$ cat src/rtl/i2s_audio_tx.sv
// ---------------------------------------------------------------------------
// i2s_audio_tx
//   Stereo I2S transmitter for the Pmod I2S DAC. One free-running frame
//   counter produces every timing signal: MCLK = clk/4, SCK = clk/16, and
//   LRCK = clk/2^FRAME_LOG2. The left and right samples are copied into
//   shadow registers once per frame, on the counter wrap. Each sample is
//   then shifted out MSB first, one SCK after each LRCK edge, in standard
//   I2S framing.
//
// Ports
//   clk            system clock (100 MHz)
//   rst            asynchronous reset, active low
//   audio_in_left  left sample, two's complement, sampled only at the wrap
//   audio_in_right right sample, two's complement, sampled only at the wrap
//   mute           when high at the wrap, zeros are latched for both channels
//   audio_mclk     DAC master clock, cnt[1]
//   audio_lrck     word select (0 = left, 1 = right), cnt[FRAME_LOG2-1]
//   audio_sck      serial bit clock, cnt[3]
//   audio_sdin     serial data; changes only on SCK falling edges
//   frame_start    high for one cycle, while cnt == 0 after a latch
//   cur_left       left shadow register (the sample now being sent)
// ---------------------------------------------------------------------------
module i2s_audio_tx #(
    parameter int SAMPLE_W   = 16,
    parameter int FRAME_LOG2 = 10
) (
    input  logic                clk,
    input  logic                rst,
    input  logic [SAMPLE_W-1:0] audio_in_left,
    input  logic [SAMPLE_W-1:0] audio_in_right,
    input  logic                mute,
    output logic                audio_mclk,
    output logic                audio_lrck,
    output logic                audio_sck,
    output logic                audio_sdin,
    output logic                frame_start,
    output logic [SAMPLE_W-1:0] cur_left
);

    // Each half frame holds 2^(FRAME_LOG2-5) slots of 16 clk each.
    localparam int SLOT_W = FRAME_LOG2 - 5;

    logic [FRAME_LOG2-1:0] cnt_q, cnt_d;
    logic [SAMPLE_W-1:0]   shl_q, shr_q;
    logic                  sdin_q, sdin_d;
    logic                  fs_q;

    logic                  wrap;
    logic                  bit_tick;
    logic [SLOT_W-1:0]     slot_d;
    logic                  half_d;
    logic [SAMPLE_W-1:0]   word;
    logic [SAMPLE_W-1:0]   mask;
    int                    slot_i;

    assign cnt_d    = cnt_q + FRAME_LOG2'(1);
    assign wrap     = &cnt_q;
    // The next edge moves cnt[3:0] to 0000, which is the SCK falling edge.
    assign bit_tick = &cnt_q[3:0];
    assign slot_d   = cnt_d[FRAME_LOG2-2:4];
    assign half_d   = cnt_d[FRAME_LOG2-1];

    // The serial bit is chosen from the slot that the counter enters on the
    // next edge. Slot 0 is the one-SCK I2S delay. Slots past the sample
    // width are padded with zeros.
    always_comb begin
        word   = half_d ? shr_q : shl_q;
        slot_i = int'(slot_d);
        mask   = '0;
        sdin_d = 1'b0;
        if (slot_i >= 1 && slot_i <= SAMPLE_W) begin
            mask   = SAMPLE_W'(1) << (SAMPLE_W - slot_i);
            sdin_d = |(word & mask);
        end
    end

    always_ff @(posedge clk or negedge rst) begin
        if (!rst) begin
            cnt_q  <= '0;
            shl_q  <= '0;
            shr_q  <= '0;
            sdin_q <= 1'b0;
            fs_q   <= 1'b0;
        end else begin
            cnt_q <= cnt_d;
            fs_q  <= wrap;
            if (wrap) begin
                shl_q <= mute ? '0 : audio_in_left;
                shr_q <= mute ? '0 : audio_in_right;
            end
            if (bit_tick) begin
                sdin_q <= sdin_d;
            end
        end
    end

    assign audio_mclk  = cnt_q[1];
    assign audio_sck   = cnt_q[3];
    assign audio_lrck  = cnt_q[FRAME_LOG2-1];
    assign audio_sdin  = sdin_q;
    assign frame_start = fs_q;
    assign cur_left    = shl_q;

endmodule

$ cat config.mk
export PLATFORM = sky130hd
export DESIGN_NAME = i2s_audio_tx
export DESIGN_NICKNAME = d
export VERILOG_FILES = /design/src/rtl/i2s_audio_tx.sv
export SDC_FILE = /design/constraint.sdc
export NUM_CORES = 1
export LEC_CHECK = 0
export ABC_AREA = 1
export BUFFER_PORTS_ARGS = -buffer_cell sky130_fd_sc_hd__buf_2
export CAP_MARGIN = 20
export CORE_MARGIN = 8
export CORE_UTILIZATION = 48
export CTS_CLUSTER_SIZE = 20
export DETAILED_ROUTE_END_ITERATION = 16
export PLACE_DENSITY = 0.74
export SLEW_MARGIN = 0
export SYNTH_ARGS = -nofsm -noshare
export SYNTH_HDL_FRONTEND = slang
export SYNTH_SLANG_ARGS = --single-unit
$ cat constraint.sdc
create_clock -name clk -period 2 [get_ports clk]
set_input_delay 0.4 -clock clk [delete_from_list [all_inputs] [get_ports clk]]
set_output_delay 0.4 -clock clk [all_outputs]
set_load 0.02 [all_outputs]
==> impl_metrics.csv <==
group,metric,value,unit
status,status,"finished with violations",
status,violations,"negative setup slack",
placement,place_ws,-0.0507,ns
sta,worstMarginPinSlew,0.383,ns
critical_path,crit_buf_inv,4,
synth,synth-xor-area-share,3.62,%
sta,fin_crit,2.09,ns
placement,dpl_cell_area,0.00290,sq mm
clock_network,clk_path_buf_depth,2,
synth,yosys-top-cells-area,"dfrtp_1 46%, nand3_1 12%, nand2_1 11%",
sta,hold_ws,0.314,ns
clock_network,clock_latency,0.31,ns
synth,synth_compound_area_share,8.29,%
floorplan,die-height,86.5,microns
synth,synthSimpleGateAreaFrac,30.9,%
floorplan,ios,56,
critical_path,crit_top_cell,"nand2_1",
floorplan,die-area,0.00748,sq mm
synth,synth.distinct_cells,32,
critical_path,critPathTopFamily,"simple AND/OR/NAND/NOR gates",
final_layout,n_fill_cell,439,
placement,hpwlAfterDp,4480,microns
sta,final_max_slew_viol_count,0,
placement,gp_congestion,0.882,
sta,grt_setup_unrepaired,"yes",
run,drv_cap,0,
global_routing,grt_max_degree,42,
detailed_routing,drt_iter0_markers,102,
final_layout,diodes,0,
floorplan,rows,25,
final_layout,layout.nets,406,
sta,final.period_utilization,104,%
final_layout,layout-drive-gt1-share,33.7,%
pwr,switching_share,23.1,%
pwr,power_density,485,mW/mm^2
critical_path,required,2.20,ns
synth,synth.area.mux_share,0,%
final_layout,seqCellArea,0.00110,sq mm
sta,max-slew-margin-rel,74.4,%
pwr,ir_worst_vdd,382,uV
global_routing,grt_pass1_wl,10600,microns
detailed_routing,via_per_inst,5.13,
pwr,p_seq_share,58.8,%
synth,synth_top_cell_area_share,46.2,%
critical_path,path_max_fanout,4,
sta,hold_viol_final,0,
synth,syn_area_per_cell,8.22,sq um
synth,synth_top_area_cell,"dfrtp_1",
detailed_routing,drc_errors,0,
hold_path,hold_path.class,"in -> reg",
synth,ys.warnings.count,0,
detailed_routing,drt-pass1-iter-count,5,
pwr,pwr-share-comb,4.4,%
sta,worst_slack,-0.0888,ns
global_routing,grtUsageTotal,17.6,%
synth,synthAdderAreaFrac,2.10,%
floorplan,start_util,50.2,%
floorplan,fp.dieW,86.5,microns
clock_network,path_clk_slew,0.09,ns
synth,synth_nets,329,
pwr,p_clk_share,36.8,%
synth,synth_top_family_by_area,"simple AND/OR/NAND/NOR gates",
clock_network,cts_max_level,2,
final_layout,final_cells,435,
detailed_routing,drtAntennaViolNets,0,
synth,syn_inst,290,
clock_network,cts_tree,"built",
synth,synth_seq_area_share,46.2,%
final_layout,design_area,0.00312,sq mm
critical_path,crit_type,"reg -> reg",
pwr,p_leak,0.00145,uW
pwr,p_sw,349,uW
final_layout,final_cell_mix,"66 x nand2_1, 58 x nand3_1, 55 x buf_2",
critical_path,slowest_delay,0.46,ns
sta,skew,0.00783,ns
floorplan,fp.coreArea,0.00475,sq mm
sta,setup_viol,1,
critical_path,endpoint_kind,"flip-flop",
critical_path,worst_ep_arrival_time,2.29,ns
clock_network,numCtsBuffers,5,
sta,fin_setup_tns,-0.0888,ns
detailed_routing,drt-total-wl,6140,microns
final_layout,multiInputGateArea,0.00120,sq mm
critical_path,crit_path_top_delay_cell,"dfrtp_2",
global_routing,antenna_found_initial,0,
critical_path,crit_path_start_kind,"flip-flop",
clock_network,cts_sinks,44,
critical_path,crit_chain,"ha_4 -> nand2_4 -> inv_4 -> nand2_1 -> xor2_1 -> buf_4 -> buf_4 -> nand3_2 -> or2_1 -> o31ai_1 -> inv_1 -> nand2_1 -> nand2_1",
global_routing,grt_remaining_overflow,0,
detailed_routing,avgRoutedWirePerCell,14.1,microns
global_routing,grt_pass1_vias,2293,
final_layout,mostFrequentLayoutCell,"nand2_1",
clock_network,cts_root_buf,"clkbuf_8",
placement,dp.cells,422,
synth,ys_seq_elements,44,
final_layout,layout-area-overhead-vs-synth,30.7,%
pwr,p_int,1160,uW
synth,syn_area,0.00238,sq mm
sta,fmax,479,MHz
placement,io_buffer_count,55,
detailed_routing,vias,2233,
==> area by class of cell <==
class                   instances  share of cell area, %
clock buffers                   6                   2.33
well taps                      67                   2.69
multi-input cells             200                   38.4
repair buffers                 83                   16.5
inverters                      33                   4.29
clock inverters                 2                  0.401
flip-flops and latches         44                   35.4
==> logic make-up (layout without fill, tap and decap cells) <==
family          Yosys count  after routing
fa+ha+maj                 4              4
xor+xnor                  6              6
flops                    44             44
buf+inv                  46            124
compound gates           39             39
simple gates            151            151
==> worst min-delay path: stages <==
cell and delay [ns]:
buf_2 0.07, nand3_1 0.06, nand2_1 0.05
==> worst paths after layout <==
path | from | endpoint | slack, ns | cells after the start
min reg2reg | shr_q[12] | shr_q[12] | 0.51 | 2
max reg2reg | cnt_q[1] | audio_sdin | -0.09 | 13
max in group asynchronous | rst | cnt_q[0] | 1.15 | 3
min | audio_in_left[12] | cur_left[12] | 0.31 | 3
min in group asynchronous | rst | cur_left[1] | 0.42 | 2
max | cnt_q[1] | audio_sdin | -0.09 | 13
==> synthesized netlist by cell type, drive strengths merged <==
cell type and count:
a21oi 1, and2 1, buf 7, clkbuf 6, dfrtp 44, ha 4, inv 33, nand2 75
nand3 61, nand4 3, nor2 8, nor3 2, o21ai 37, o31ai 1, or2 1, xnor2 2
xor2 4
==> power by group through the flow <==
stage                     Sequential, uW  Combinational [uW]  Clock (uW)
after detailed placement             906                66.5           0
final                                889                66.3         557
after global routing                 889                75.7         607
after CTS                            889                68.2         566
after floorplan                      907                8.68           0
after global placement               906                65.5           0
==> routing by layer <==
layer  global-route usage, %  wire [microns]  vias up
met4                    7.67             129        0
li1                        -               -     1101
met1                    22.2            2660     1053
met3                    3.97             308       14
met5                       0               0        -
met2                    28.2            3050       65
==> timing repair <==
| item | 4_1_cts | 5_1_grt |
|---|---|---|
| hold buffers | 1 | 0 |
| buffers inserted | 2 | 2 |
| hold endpoints to repair | 3 | 0 |
| gates resized for setup | 3 | 14 |
| pin swaps | 1 | 13 |
| setup endpoints to repair | 1 | 1 |
==> registers in the layout (all words and copies together), names as in the netlist <==
register     count
cnt_q           10
frame_start      1
audio_sdin       1
shr_q           16
cur_left        16
==> per-stage QoR <==
stage	utilization [%]	total power, uW
global route	65.6	1570
finish	65.6	1510
global placement	61.0	972
detailed placement	61.0	973
CTS	63.6	1520
floorplan	-	915
Note: power is estimated with default switching activity, not from simulation.
